File: config.mk
export PLATFORM = sky130hd
export DESIGN_NAME = risc_v_mike_uart_mmio_fifo_flat
export DESIGN_NICKNAME = d
export VERILOG_FILES = /design/src/rtl/risc_v_mike_uart_mmio_fifo_if.sv /design/src/rtl/risc_v_mike_uart_mmio_fifo.sv /design/src/flat_wrapper.sv
export SDC_FILE = /design/constraint.sdc
export NUM_CORES = 1
export LEC_CHECK = 0
export ABC_CLOCK_PERIOD_IN_PS = 3800
export CORE_MARGIN = 2
export CORE_UTILIZATION = 45
export DETAILED_ROUTE_END_ITERATION = 7
export PLACE_DENSITY = 0.68
export SLEW_MARGIN = 20
export SYNTH_ARGS = -nofsm -noshare
export SYNTH_HDL_FRONTEND = slang
export SYNTH_SLANG_ARGS = --single-unit
export TNS_END_PERCENT = 10
File: constraint.sdc
create_clock -name clk -period 3.8 [get_ports clk]
set_input_delay 0.38 -clock clk [delete_from_list [all_inputs] [get_ports clk]]
set_output_delay 0.38 -clock clk [all_outputs]
set_load 0.01 [all_outputs]
File: src/rtl/risc_v_mike_uart_mmio_fifo_if.sv
// -----------------------------------------------------------------------------
// risc_v_mike_uart_mmio_fifo_if
// Data-memory MMIO bus between the core and the FIFO-buffered UART block.
//   data_mmio_addr         byte offset within the block
//   data_mmio_wr_addr_val  write strobe
//   data_mmio_wr_data      write data
//   data_mmio_rd_val       read strobe (qualifies pop side effects)
//   data_mmio_rd_data      combinational read data
// Modports: master (core side), slave (UART block side).
// -----------------------------------------------------------------------------
interface risc_v_mike_uart_mmio_fifo_if #(
  parameter int unsigned ADDR_W = 32
);
  logic [ADDR_W-1:0] data_mmio_addr;
  logic              data_mmio_wr_addr_val;
  logic [31:0]       data_mmio_wr_data;
  logic              data_mmio_rd_val;
  logic [31:0]       data_mmio_rd_data;

  modport master (
    output data_mmio_addr,
    output data_mmio_wr_addr_val,
    output data_mmio_wr_data,
    output data_mmio_rd_val,
    input  data_mmio_rd_data
  );

  modport slave (
    input  data_mmio_addr,
    input  data_mmio_wr_addr_val,
    input  data_mmio_wr_data,
    input  data_mmio_rd_val,
    output data_mmio_rd_data
  );
endinterface

File: src/rtl/risc_v_mike_uart_mmio_fifo.sv
// -----------------------------------------------------------------------------
// risc_v_mike_uart_mmio_fifo
// FIFO-buffered UART MMIO block: TX and RX FIFOs, a TX engine that drains the
// TX FIFO into the UART one byte per handshake, and an RX engine that captures
// each received byte together with its parity status.
//
// Ports:
//   clk, rst        clock, synchronous active-high reset
//   mmio            MMIO bus (slave modport of risc_v_mike_uart_mmio_fifo_if)
//   tx_data_ff      byte to UART TX (held until the next send)
//   tx_send_ff      one-cycle send pulse
//   tx_flag_clr_ff  one-cycle TX-done acknowledge
//   rx_flag_clr_ff  RX acknowledge, held until rx_flag falls
//   tx_flag         UART TX done
//   rx_flag         UART RX byte valid
//   rx_data         received byte
//   parity_error    parity status of rx_data
//   irq             interrupt (only when UART_MMIO_IRQ_EN is defined)
//
// Register map: 0x00 TXDATA, 0x04 RXDATA, 0x08 STATUS, 0x0C CLEAR (W1C),
// 0x10 LEVEL, 0x14 IEN (UART_MMIO_IRQ_EN only); other offsets read DEADBEEF.
// Optional feature macro: UART_MMIO_IRQ_EN.
// -----------------------------------------------------------------------------
module risc_v_mike_uart_mmio_fifo #(
  parameter int unsigned DATA_W   = 8,
  parameter int unsigned TX_DEPTH = 8,
  parameter int unsigned RX_DEPTH = 8,
  parameter int unsigned ADDR_W   = 32
) (
  input  logic                              clk,
  input  logic                              rst,
  risc_v_mike_uart_mmio_fifo_if.slave       mmio,
  output logic [DATA_W-1:0]                 tx_data_ff,
  output logic                              tx_send_ff,
  output logic                              tx_flag_clr_ff,
  output logic                              rx_flag_clr_ff,
  input  logic                              tx_flag,
  input  logic                              rx_flag,
  input  logic [DATA_W-1:0]                 rx_data,
  input  logic                              parity_error
`ifdef UART_MMIO_IRQ_EN
  ,
  output logic                              irq
`endif
);

  localparam int unsigned TX_AW = $clog2(TX_DEPTH);
  localparam int unsigned RX_AW = $clog2(RX_DEPTH);
  localparam int unsigned TX_CW = TX_AW + 1;
  localparam int unsigned RX_CW = RX_AW + 1;
  localparam int unsigned RX_EW = DATA_W + 1;

  localparam logic [ADDR_W-1:0] A_TXDATA = ADDR_W'(32'h00);
  localparam logic [ADDR_W-1:0] A_RXDATA = ADDR_W'(32'h04);
  localparam logic [ADDR_W-1:0] A_STATUS = ADDR_W'(32'h08);
  localparam logic [ADDR_W-1:0] A_CLEAR  = ADDR_W'(32'h0C);
  localparam logic [ADDR_W-1:0] A_LEVEL  = ADDR_W'(32'h10);
`ifdef UART_MMIO_IRQ_EN
  localparam logic [ADDR_W-1:0] A_IEN    = ADDR_W'(32'h14);
`endif

  typedef enum logic [1:0] {TX_IDLE, TX_SEND, TX_WAIT, TX_ACK} tx_state_e;
  typedef enum logic       {RX_IDLE, RX_ACK} rx_state_e;

  tx_state_e               tx_state_q, tx_state_d;
  rx_state_e               rx_state_q, rx_state_d;
  logic [DATA_W-1:0]       tx_mem_q [TX_DEPTH];
  logic [DATA_W-1:0]       tx_mem_d [TX_DEPTH];
  logic [RX_EW-1:0]        rx_mem_q [RX_DEPTH];
  logic [RX_EW-1:0]        rx_mem_d [RX_DEPTH];
  logic [TX_AW-1:0]        tx_wptr_q, tx_wptr_d, tx_rptr_q, tx_rptr_d;
  logic [RX_AW-1:0]        rx_wptr_q, rx_wptr_d, rx_rptr_q, rx_rptr_d;
  logic [TX_CW-1:0]        tx_count_q, tx_count_d;
  logic [RX_CW-1:0]        rx_count_q, rx_count_d;
  logic [DATA_W-1:0]       tx_data_q, tx_data_d;
  logic                    tx_ovf_q, tx_ovf_d;
  logic                    rx_ovf_q, rx_ovf_d;
  logic                    parity_seen_q, parity_seen_d;
`ifdef UART_MMIO_IRQ_EN
  logic [2:0]              ien_q, ien_d;
  logic                    irq_q, irq_d;
`endif

  logic tx_empty, tx_full, rx_empty, rx_full, tx_busy;
  logic wr_tx, wr_clr, rd_rx;
  logic tx_push, tx_pop, rx_capture, rx_push, rx_pop;
  logic [RX_EW-1:0] rx_head;
  logic [31:0] rd_data;
  logic unused_wdata;

  assign unused_wdata = ^mmio.data_mmio_wr_data[31:DATA_W];

  // Full/empty always come from the pre-edge count.
  assign tx_empty = (tx_count_q == '0);
  assign tx_full  = (tx_count_q == TX_CW'(TX_DEPTH));
  assign rx_empty = (rx_count_q == '0);
  assign rx_full  = (rx_count_q == RX_CW'(RX_DEPTH));
  assign tx_busy  = (tx_state_q != TX_IDLE);
  assign rx_head  = rx_mem_q[rx_rptr_q];

  assign wr_tx  = mmio.data_mmio_wr_addr_val && (mmio.data_mmio_addr == A_TXDATA);
  assign wr_clr = mmio.data_mmio_wr_addr_val && (mmio.data_mmio_addr == A_CLEAR);
  assign rd_rx  = mmio.data_mmio_rd_val && (mmio.data_mmio_addr == A_RXDATA);

  assign tx_push = wr_tx && !tx_full;
  assign rx_push = rx_capture && !rx_full;
  assign rx_pop  = rd_rx && !rx_empty;

  // TX engine
  always_comb begin
    tx_state_d = tx_state_q;
    tx_data_d  = tx_data_q;
    tx_pop     = 1'b0;
    case (tx_state_q)
      TX_IDLE: begin
        if (!tx_empty) begin
          tx_state_d = TX_SEND;
          // Head is latched on entry so tx_data_ff already shows it during SEND.
          tx_data_d  = tx_mem_q[tx_rptr_q];
        end
      end
      TX_SEND: begin
        tx_pop     = 1'b1;
        tx_state_d = TX_WAIT;
      end
      TX_WAIT: if (tx_flag) tx_state_d = TX_ACK;
      TX_ACK:  tx_state_d = TX_IDLE;
      default: tx_state_d = TX_IDLE;
    endcase
  end

  // RX engine: capture happens only on the IDLE->ACK transition, so a held
  // rx_flag yields exactly one byte.
  always_comb begin
    rx_state_d = rx_state_q;
    rx_capture = 1'b0;
    case (rx_state_q)
      RX_IDLE: begin
        if (rx_flag) begin
          rx_capture = 1'b1;
          rx_state_d = RX_ACK;
        end
      end
      RX_ACK:  if (!rx_flag) rx_state_d = RX_IDLE;
      default: rx_state_d = RX_IDLE;
    endcase
  end

  // FIFO storage, pointers and counts
  always_comb begin
    tx_mem_d   = tx_mem_q;
    tx_wptr_d  = tx_wptr_q;
    tx_rptr_d  = tx_rptr_q;
    tx_count_d = tx_count_q;
    rx_mem_d   = rx_mem_q;
    rx_wptr_d  = rx_wptr_q;
    rx_rptr_d  = rx_rptr_q;
    rx_count_d = rx_count_q;

    if (tx_push) begin
      tx_mem_d[tx_wptr_q] = mmio.data_mmio_wr_data[DATA_W-1:0];
      tx_wptr_d           = tx_wptr_q + TX_AW'(1);
    end
    if (tx_pop) tx_rptr_d = tx_rptr_q + TX_AW'(1);
    case ({tx_push, tx_pop})
      2'b10:   tx_count_d = tx_count_q + TX_CW'(1);
      2'b01:   tx_count_d = tx_count_q - TX_CW'(1);
      default: tx_count_d = tx_count_q;
    endcase

    if (rx_push) begin
      rx_mem_d[rx_wptr_q] = {parity_error, rx_data};
      rx_wptr_d           = rx_wptr_q + RX_AW'(1);
    end
    if (rx_pop) rx_rptr_d = rx_rptr_q + RX_AW'(1);
    case ({rx_push, rx_pop})
      2'b10:   rx_count_d = rx_count_q + RX_CW'(1);
      2'b01:   rx_count_d = rx_count_q - RX_CW'(1);
      default: rx_count_d = rx_count_q;
    endcase
  end

  // Sticky bits: the set term is OR-ed after the clear, so set wins.
  always_comb begin
    tx_ovf_d      = (tx_ovf_q && !(wr_clr && mmio.data_mmio_wr_data[0]))
                    || (wr_tx && tx_full);
    rx_ovf_d      = (rx_ovf_q && !(wr_clr && mmio.data_mmio_wr_data[1]))
                    || (rx_capture && rx_full);
    parity_seen_d = (parity_seen_q && !(wr_clr && mmio.data_mmio_wr_data[2]))
                    || (rx_capture && parity_error);
`ifdef UART_MMIO_IRQ_EN
    ien_d = ien_q;
    if (mmio.data_mmio_wr_addr_val && (mmio.data_mmio_addr == A_IEN))
      ien_d = mmio.data_mmio_wr_data[2:0];
    irq_d = |(ien_q & {tx_ovf_q || rx_ovf_q, tx_empty, !rx_empty});
`endif
  end

  // Read mux
  always_comb begin
    rd_data = 32'hDEAD_BEEF;
    case (mmio.data_mmio_addr)
      A_TXDATA: rd_data = 32'(tx_count_q);
      A_RXDATA: begin
        rd_data = '0;
        if (!rx_empty) begin
          rd_data[31]         = 1'b1;
          rd_data[30]         = rx_head[DATA_W];
          rd_data[DATA_W-1:0] = rx_head[DATA_W-1:0];
        end
      end
      A_STATUS: rd_data = {24'h0, tx_busy, parity_seen_q, tx_ovf_q, rx_ovf_q,
                           rx_empty, rx_full, tx_empty, tx_full};
      A_CLEAR:  rd_data = '0;
      A_LEVEL: begin
        rd_data                = '0;
        rd_data[16 +: RX_CW]   = rx_count_q;
        rd_data[TX_CW-1:0]     = tx_count_q;
      end
`ifdef UART_MMIO_IRQ_EN
      A_IEN:    rd_data = {29'h0, ien_q};
`endif
      default:  rd_data = 32'hDEAD_BEEF;
    endcase
  end

  always_ff @(posedge clk) begin
    if (rst) begin
      tx_state_q    <= TX_IDLE;
      rx_state_q    <= RX_IDLE;
      tx_mem_q      <= '{default: '0};
      rx_mem_q      <= '{default: '0};
      tx_wptr_q     <= '0;
      tx_rptr_q     <= '0;
      tx_count_q    <= '0;
      rx_wptr_q     <= '0;
      rx_rptr_q     <= '0;
      rx_count_q    <= '0;
      tx_data_q     <= '0;
      tx_ovf_q      <= 1'b0;
      rx_ovf_q      <= 1'b0;
      parity_seen_q <= 1'b0;
`ifdef UART_MMIO_IRQ_EN
      ien_q         <= '0;
      irq_q         <= 1'b0;
`endif
    end else begin
      tx_state_q    <= tx_state_d;
      rx_state_q    <= rx_state_d;
      tx_mem_q      <= tx_mem_d;
      rx_mem_q      <= rx_mem_d;
      tx_wptr_q     <= tx_wptr_d;
      tx_rptr_q     <= tx_rptr_d;
      tx_count_q    <= tx_count_d;
      rx_wptr_q     <= rx_wptr_d;
      rx_rptr_q     <= rx_rptr_d;
      rx_count_q    <= rx_count_d;
      tx_data_q     <= tx_data_d;
      tx_ovf_q      <= tx_ovf_d;
      rx_ovf_q      <= rx_ovf_d;
      parity_seen_q <= parity_seen_d;
`ifdef UART_MMIO_IRQ_EN
      ien_q         <= ien_d;
      irq_q         <= irq_d;
`endif
    end
  end

  assign mmio.data_mmio_rd_data = rd_data;
  assign tx_data_ff     = tx_data_q;
  assign tx_send_ff     = (tx_state_q == TX_SEND);
  assign tx_flag_clr_ff = (tx_state_q == TX_ACK);
  assign rx_flag_clr_ff = (rx_state_q == RX_ACK);
`ifdef UART_MMIO_IRQ_EN
  assign irq            = irq_q;
`endif

endmodule
File: src/flat_wrapper.sv
// flat-port wrapper written by rule: the top's interface ports become plain ports
module risc_v_mike_uart_mmio_fifo_flat 
#(
  parameter int unsigned DATA_W   = 8,
  parameter int unsigned TX_DEPTH = 8,
  parameter int unsigned RX_DEPTH = 8,
  parameter int unsigned ADDR_W   = 32
)
  (clk, rst, tx_data_ff, tx_send_ff, tx_flag_clr_ff, rx_flag_clr_ff, tx_flag, rx_flag, rx_data, parity_error, mmio_data_mmio_addr, mmio_data_mmio_wr_addr_val, mmio_data_mmio_wr_data, mmio_data_mmio_rd_val, mmio_data_mmio_rd_data);
  risc_v_mike_uart_mmio_fifo_if #(.ADDR_W(ADDR_W)) mmio_i ();
  input  logic clk;
  input  logic rst;
  output logic [DATA_W-1:0] tx_data_ff;
  output logic tx_send_ff;
  output logic tx_flag_clr_ff;
  output logic rx_flag_clr_ff;
  input  logic tx_flag;
  input  logic rx_flag;
  input  logic [DATA_W-1:0] rx_data;
  input  logic parity_error;
  input wire logic [$bits(mmio_i.data_mmio_addr)-1:0] mmio_data_mmio_addr;
  input wire logic [$bits(mmio_i.data_mmio_wr_addr_val)-1:0] mmio_data_mmio_wr_addr_val;
  input wire logic [$bits(mmio_i.data_mmio_wr_data)-1:0] mmio_data_mmio_wr_data;
  input wire logic [$bits(mmio_i.data_mmio_rd_val)-1:0] mmio_data_mmio_rd_val;
  output wire logic [$bits(mmio_i.data_mmio_rd_data)-1:0] mmio_data_mmio_rd_data;
  assign mmio_i.data_mmio_addr = mmio_data_mmio_addr;
  assign mmio_i.data_mmio_wr_addr_val = mmio_data_mmio_wr_addr_val;
  assign mmio_i.data_mmio_wr_data = mmio_data_mmio_wr_data;
  assign mmio_i.data_mmio_rd_val = mmio_data_mmio_rd_val;
  assign mmio_data_mmio_rd_data = mmio_i.data_mmio_rd_data;
  risc_v_mike_uart_mmio_fifo #(.DATA_W(DATA_W), .TX_DEPTH(TX_DEPTH), .RX_DEPTH(RX_DEPTH), .ADDR_W(ADDR_W)) u_core (.clk(clk), .rst(rst), .mmio(mmio_i), .tx_data_ff(tx_data_ff), .tx_send_ff(tx_send_ff), .tx_flag_clr_ff(tx_flag_clr_ff), .rx_flag_clr_ff(rx_flag_clr_ff), .tx_flag(tx_flag), .rx_flag(rx_flag), .rx_data(rx_data), .parity_error(parity_error));
endmodule
======== Word level (Yosys, flattened, before mapping) ========
Index checks and enable logic that the tools add are counted.
storage, ports and cells
  register bits ........................... 170
  bits of input ports ..................... 79
  output and inout port bits .............. 43
  word-level logic and storage cells ...... 120
cells by class
  $add $sub $neg .......................... 8
  $lt $le $gt $ge ......................... 6
  equality and inequality tests ........... 15
  multiplexer cells ....................... 23
  bitwise gates (word level) .............. 5
  reduce and logical (&&, ||, !) cells .... 35
operators with widths
  kind                   count
  $pmux W32 S5           1
  $bwmux W72             1
  $bwmux W64             1
  $eq A32 B4 Y1 const B  2
  $eq A32 B3 Y1 const B  1
  $eq A32 B5 Y1 const B  1
  $logic_not A32 Y1      1
  $mux W8                4
  $bmux W9 S3            1
  $demux W9 S3           1
  $mux W9                3
  $bmux W8 S3            1
  $demux W8 S3           1
  $logic_and A1 B1 Y1    17
  $ge A4 B4 Y1 const B   4
  $not A3 Y4             4
  $pmux W4 S2            2
  $add A3 B1 Y3 const B  4
  $add A4 B1 Y4 const B  2
  $eq A2 B2 Y1 const B   4
  $eq A4 B4 Y1 const B   2
  $logic_not A4 Y1       2
  $lt A4 B1 Y1 const B   2
  $pmux W2 S4            1
  other kinds (11)       29

======== Depth between registers and ports, before layout ========
  depth after elaboration ................. 6
  gate-level depth with buffers ........... 12
  mapped depth without buffers ............ 11

======== Least setup slack after synthesis ========
OpenSTA, ideal clock, no wires.
  kind .................................... input to register
  from .................................... in mmio_data_mmio_addr[24]
  to ...................................... reg u_core.tx_count_q[2]
  library setup time ...................... 0.070 ns
  arrival time ............................ 2.945 ns
  data required time ...................... 3.730 ns
  slack ................................... 0.784 ns
  stages .................................. 11
  buffers on the path ..................... 1
  path through ............................ nor4_2 -> nand4_4 -> buf_6 -> or3_2 -> ha_1 -> xor2_1 -> ha_1 -> a21oi_1 -> xor2_1 -> or3_1 -> a21oi_1
on the way
  cells in the longest elaborated chain, start to end .. 5
ends and longest elaborated chain
  item                                                      RTL line                           source
  start, declared                                           flat_wrapper.sv:21                 input wire logic [$bits(mmio_i.data_mmio_addr)-1:0] mmio_data_mmio_addr;
  $logic_not A32 Y1 (*)                                     risc_v_mike_uart_mmio_fifo.sv:101  assign wr_tx = mmio.data_mmio_wr_addr_val && (mmio.data_mmio_addr == A_TXDATA);
  $logic_and A1 B1 Y1 (*)                                   risc_v_mike_uart_mmio_fifo.sv:101
  $logic_and A1 B1 Y1 (*)                                   risc_v_mike_uart_mmio_fifo.sv:105  assign tx_push = wr_tx && !tx_full;
  $eq A2 B1 Y1 / $eq A2 B2 Y1 (equally long branches)       risc_v_mike_uart_mmio_fifo.sv:165  case ({tx_push, tx_pop})
  $pmux W4 S2 / $reduce_bool A2 Y1 (equally long branches)  -
  end signal, assigned                                      risc_v_mike_uart_mmio_fifo.sv:254  tx_count_q <= tx_count_d;
  end, declared                                             risc_v_mike_uart_mmio_fifo.sv:73   logic [TX_CW-1:0] tx_count_q, tx_count_d;
Every way passes the cells marked *; elsewhere a longest branch is shown, timed or not.
A chain may end at the register's enable or synchronous reset.

======== Worst setup path in the final report ========
  from .................................... in mmio_data_mmio_addr[13]
  to ...................................... out mmio_data_mmio_rd_data[0]
on the way
  cells in the longest elaborated chain, start to end .. 2
ends and longest elaborated chain
  item                                   RTL line                           source
  $eq A32 B5 Y1 (tied with other cells)  risc_v_mike_uart_mmio_fifo.sv:202  case (mmio.data_mmio_addr)
  $pmux W32 S5 (*)                       risc_v_mike_uart_mmio_fifo.sv:202
  end, declared                          flat_wrapper.sv:25                 output wire logic [$bits(mmio_i.data_mmio_rd_data)-1:0] mmio_data_mmio_rd_data;
Marks and branches as above.

==> implementation parameters <==
Parameter                              Value

Run status
  Outcome ... finished, final reports clean

Synth
  Parity-gate share of the synthesized area counting xor and xnor cells ... around 1.5%
  Post-Synth Adder-Cell Area ... 2.13%
  Post-synth EDFFs ... 0
  Biggest area contributors in the synthesized netlist ... sky130_fd_sc_hd__dfxtp_1 (41%), sky130_fd_sc_hd__mux2i_1 (19%), sky130_fd_sc_hd__mux4_2 (9.3%)
  Cell variety after synth ... 50
  Commonest register cell after synthesis ... sky130_fd_sc_hd__dfxtp_1
  Proportion of synthesized area in mux cells ... 28.7%
  Instance count of the mapped netlist ... 792
  Flop and latch count out of synthesis ... 170
  Main combinational cell family by area after synthesis ... multiplexers
  Netlist area before placement ... between 8000 and 9000 µm²
  Area share of the leading cell type in the synthesized netlist ... approximately two fifths
  Simple-gate area share of the yosys netlist ... 17.2%
  Avg Synthesized Cell Area ... 10.4 µm²
  Number of warnings printed during yosys synthesis ... 0
  Cell taking the most area after synthesis ... sky130_fd_sc_hd__dfxtp_1
  Share of flip-flops with an asynchronous set or reset after synthesis ... 0%
  Sequential fraction of the synthesis area ... 41.3%
  Fraction of the mapped netlist area in compound gates ... ~3.8%

STA
  Fin worst setup slack ... 0.376 ns
  Hold Violations, Final ... 0
  Worst slew margin relative to its limit ... about a third
  Max Transition Viols Final ... 0
  Setup-failing EPs final ... 0
  Worst clock skew on the final layout ... 0.00810 ns
  Time the final worst path needs with I/O delays and setup ... 3.42 ns
  Actual slew at the worst max-slew pin ... between 0.9 and 1 ns
  Worst Hold Slack ... 0.486 ns
  Accumulated negative setup slack ... 0 ns
  Part of the cycle the worst path needs ... 90.1%
  Unrepaired setup endpoints after global routing ... false
  Timing-limited maximum frequency ... 0.292 GHz

Routing
  Number of nets with antenna violations after detailed routing ... 0
  Via Count ... 5879
  Number of DRC markers after the initial detailed-route iteration ... 369
  Pre-antenna DRT Iters ... 5
  Number of remaining DRC errors ... 0
  Wirelength per Cell ... 16.8 µm
  WL final ... approximately 18000 µm
  Number of vias per cell ... between 5 and 6

Critical path
  Crit Path Category ... in -> out
  Worst Setup End Kind ... output pin
  Destination of the worst register-to-register timing path ... u_core.tx_count_q[2]$_SDFFE_PP0P_
  Worst Setup Start Kind ... input pin
  Peak fanout along the critical path ... 8
  Slack of the worst reg-to-reg path ... 1.00 ns
  R2R Path Start ... u_core.tx_count_q[0]$_SDFFE_PP0P_
  Cell depth of the worst flop-to-flop path ... 10
  Beginning of the critical path ... mmio_data_mmio_addr[13]
  Last element of the critical path ... mmio_data_mmio_rd_data[0]
  Arrival time worst endpoint ... around 3.0 ns
  Required time of the critical path ... 3.42 ns

Pwr
  Maximum resistive drop on vdd ... roughly 340 µV
  Leak pwr ... 3.66 nW
  Power density relative to cell area ... 434 nW/µm²
  Final Total Pwr ... 4.27 mW

CTS
  Number of hold buffers added after cts ... 0
  Root Buffer Master ... sky130_fd_sc_hd__clkbuf_16
  Buffer depth of the longest clock path ... 2
  Cts repair resizes ... 0
  Number of buffers inserted to repair setup after CTS ... 0
  Clock transition at path regs ... 0.07 ns
  Clock latency on the worst-skew pair ... roughly 0.42 ns
  Number of H-tree levels ... 4
  Number of buffers created by CTS ... 17
  CTS tree ... done
  # clock sinks ... 170

Final layout
  Core Util, Final ... a little over half
  Area growth from synthesis to layout ... 19.6%
  Final net count ... 942
  Number of diodes ... 0
  Fraction of final layout cells with drive strength greater than 1 ... 14.0%
  Final instance count without filler cells ... between 1000 and 1500
  Total non-filler cell area in the finished layout ... 9840 µm²

Placement
  Post-detailed-placement half-perimeter wirelength ... 12300 µm
  Routability congestion estimate ... between 0.7 and 0.8
  Area after DPL ... about 9300 µm²
  Worst setup slack before clock tree synthesis ... 0.358 ns
  Cell count after placement ... 1059
  Buffers on Ports ... 91

Floorplan
  Number of placement rows ... just under 50
  Floorplan core area ... 18000 µm²
  Die outline area ... 19400 µm²
  Starting utilization of the core area ... 45.8%
  Horizontal extent of the die ... 139 µm
  # IOs ... 122
  Die Height ... 139 µm

Job
  Number of max-cap violations ... 0

GRT
  Via count of the first global-routing pass ... 5658
  Initial antenna violation count ... 0
  Global route total overflow ... 0
  Wire length of the first global-routing pass ... 29600 µm
  Maximum number of pins on one net before global-route repair ... 86
  Combined global-route utilization of all metal layers ... 19.0%

Hold path
  Type of the most critical hold path ... reg -> reg
[sequential cells by signal, indices dropped and copies added (netlist names)]
name and cells:
u_core.rx_mem_q 72, u_core.tx_mem_q 64, u_core.tx_data_ff 8, u_core.rx_count_q 4, u_core.tx_count_q 4, u_core.rx_rptr_q 3, u_core.rx_wptr_q 3, u_core.tx_rptr_q 3
u_core.tx_wptr_q 3, u_core.tx_state_q 2, u_core.parity_seen_q 1, u_core.rx_flag_clr_ff 1, u_core.rx_ovf_q 1, u_core.tx_ovf_q 1
[synth_stat cells (3+ instances only)]
library cell	n
sky130_fd_sc_hd__nor2b_1	7
sky130_fd_sc_hd__nor4_2	4
sky130_fd_sc_hd__buf_1	12
sky130_fd_sc_hd__mux4_2	34
sky130_fd_sc_hd__clkbuf_1	43
sky130_fd_sc_hd__nor2_1	168
sky130_fd_sc_hd__nand4_1	11
sky130_fd_sc_hd__mux2_2	3
sky130_fd_sc_hd__xnor2_1	6
sky130_fd_sc_hd__nand3_1	4
sky130_fd_sc_hd__buf_2	10
sky130_fd_sc_hd__a221o_1	3
sky130_fd_sc_hd__nor3_1	5
sky130_fd_sc_hd__dfxtp_1	170
sky130_fd_sc_hd__a21oi_1	14
sky130_fd_sc_hd__buf_4	18
sky130_fd_sc_hd__nand2_1	15
sky130_fd_sc_hd__inv_1	8
sky130_fd_sc_hd__mux2i_1	156
sky130_fd_sc_hd__o21a_1	5
sky130_fd_sc_hd__xor2_1	8
sky130_fd_sc_hd__nor3b_1	3
sky130_fd_sc_hd__nor4bb_1	6
sky130_fd_sc_hd__nor4_4	10
sky130_fd_sc_hd__o221ai_1	4
sky130_fd_sc_hd__o21ai_0	8
sky130_fd_sc_hd__ha_1	14
sky130_fd_sc_hd__nor4_1	7
sky130_fd_sc_hd__nand4b_1	3
sky130_fd_sc_hd__a211oi_1	8
[where the power goes]
part / leakage (nW) / total, mW / switching, mW / internal [mW]
clock network: 0.276 / 1.66 / 0.746 / 0.917
registers: 1.37 / 1.95 / 0.105 / 1.85
logic: 2.02 / 0.653 / 0.334 / 0.319
[cell type report]
class | count | area, µm²
Clock buffer | 17 | 425
Clock inverter | 15 | 141
Fill cell | 1575 | 8120
Inverter | 8 | 30.0
Multi-Input combinational cell | 534 | 4420
Sequential cell | 170 | 3400
Tap cell | 229 | 287
Timing Repair Buffer | 118 | 1140
[how the worst min path moves through the flow]
stage,end,cells after the start,from,slack [ns]
4_1_cts,u_core.rx_ovf_q$_SDFF_PP0_,2,u_core.rx_ovf_q$_SDFF_PP0_,0.49
5_1_grt,u_core.parity_seen_q$_SDFF_PP0_,2,u_core.parity_seen_q$_SDFF_PP0_,0.51
6_report,u_core.rx_ovf_q$_SDFF_PP0_,2,u_core.rx_ovf_q$_SDFF_PP0_,0.49
3_3_place_gp,u_core.rx_ovf_q$_SDFF_PP0_,2,u_core.rx_ovf_q$_SDFF_PP0_,0.47
2_1_floorplan,u_core.tx_ovf_q$_SDFF_PP0_,2,u_core.tx_ovf_q$_SDFF_PP0_,0.45
3_5_place_dp,u_core.rx_ovf_q$_SDFF_PP0_,2,u_core.rx_ovf_q$_SDFF_PP0_,0.48
[routing by layer]
| layer | global-route usage (%) | vias to the layer above | wire [µm] |
|---|---|---|---|
| met4 | 5.42 | 0 | 179 |
| met1 | 26.5 | 2831 | 8570 |
| met2 | 29.9 | 155 | 8490 |
| li1 | - | 2881 | - |
| met3 | 4.16 | 12 | 1050 |
| met5 | 0 | - | 0 |
[critical path: stages]
cell,delay (ns)
sky130_fd_sc_hd__clkdlybuf4s50_1,0.41
sky130_fd_sc_hd__nor4_2,0.39
sky130_fd_sc_hd__nand4_4,0.24
sky130_fd_sc_hd__or2_1,0.37
sky130_fd_sc_hd__or3b_1,0.44
sky130_fd_sc_hd__o221ai_1,0.23
sky130_fd_sc_hd__clkdlybuf4s50_1,0.59
[cell usage in the layout (no fill, tap or decap), types with 3 or more instances in the layout]
cell type	instances
sky130_fd_sc_hd__a211oi_1	8
sky130_fd_sc_hd__a21oi_1	14
sky130_fd_sc_hd__a221o_1	3
sky130_fd_sc_hd__buf_4	26
sky130_fd_sc_hd__clkbuf_16	17
sky130_fd_sc_hd__clkdlybuf4s50_1	90
sky130_fd_sc_hd__clkinv_2	4
sky130_fd_sc_hd__clkinvlp_4	3
sky130_fd_sc_hd__conb_1	6
sky130_fd_sc_hd__dfxtp_1	170
sky130_fd_sc_hd__ha_1	14
sky130_fd_sc_hd__inv_1	8
sky130_fd_sc_hd__inv_6	3
sky130_fd_sc_hd__inv_8	3
sky130_fd_sc_hd__mux2_2	3
sky130_fd_sc_hd__mux2i_1	156
sky130_fd_sc_hd__mux4_2	34
sky130_fd_sc_hd__nand2_1	15
sky130_fd_sc_hd__nand3_1	4
sky130_fd_sc_hd__nand4_1	11
sky130_fd_sc_hd__nand4b_1	3
sky130_fd_sc_hd__nor2_1	168
sky130_fd_sc_hd__nor2b_1	7
sky130_fd_sc_hd__nor3_1	5
sky130_fd_sc_hd__nor3b_1	3
sky130_fd_sc_hd__nor4_1	7
sky130_fd_sc_hd__nor4_2	4
sky130_fd_sc_hd__nor4_4	10
sky130_fd_sc_hd__nor4bb_1	4
sky130_fd_sc_hd__o21a_1	5
sky130_fd_sc_hd__o21ai_0	8
sky130_fd_sc_hd__o221ai_1	4
sky130_fd_sc_hd__xnor2_1	6
sky130_fd_sc_hd__xor2_1	8
[cells by family after synthesis]
logic type	count (synthesis)
fa+ha+maj	14
simple gates	261
compound gates	46
flops	170
buf+inv	93
other cells	1
xor+xnor	14
mux	193
(Power assumes the default switching activity.)
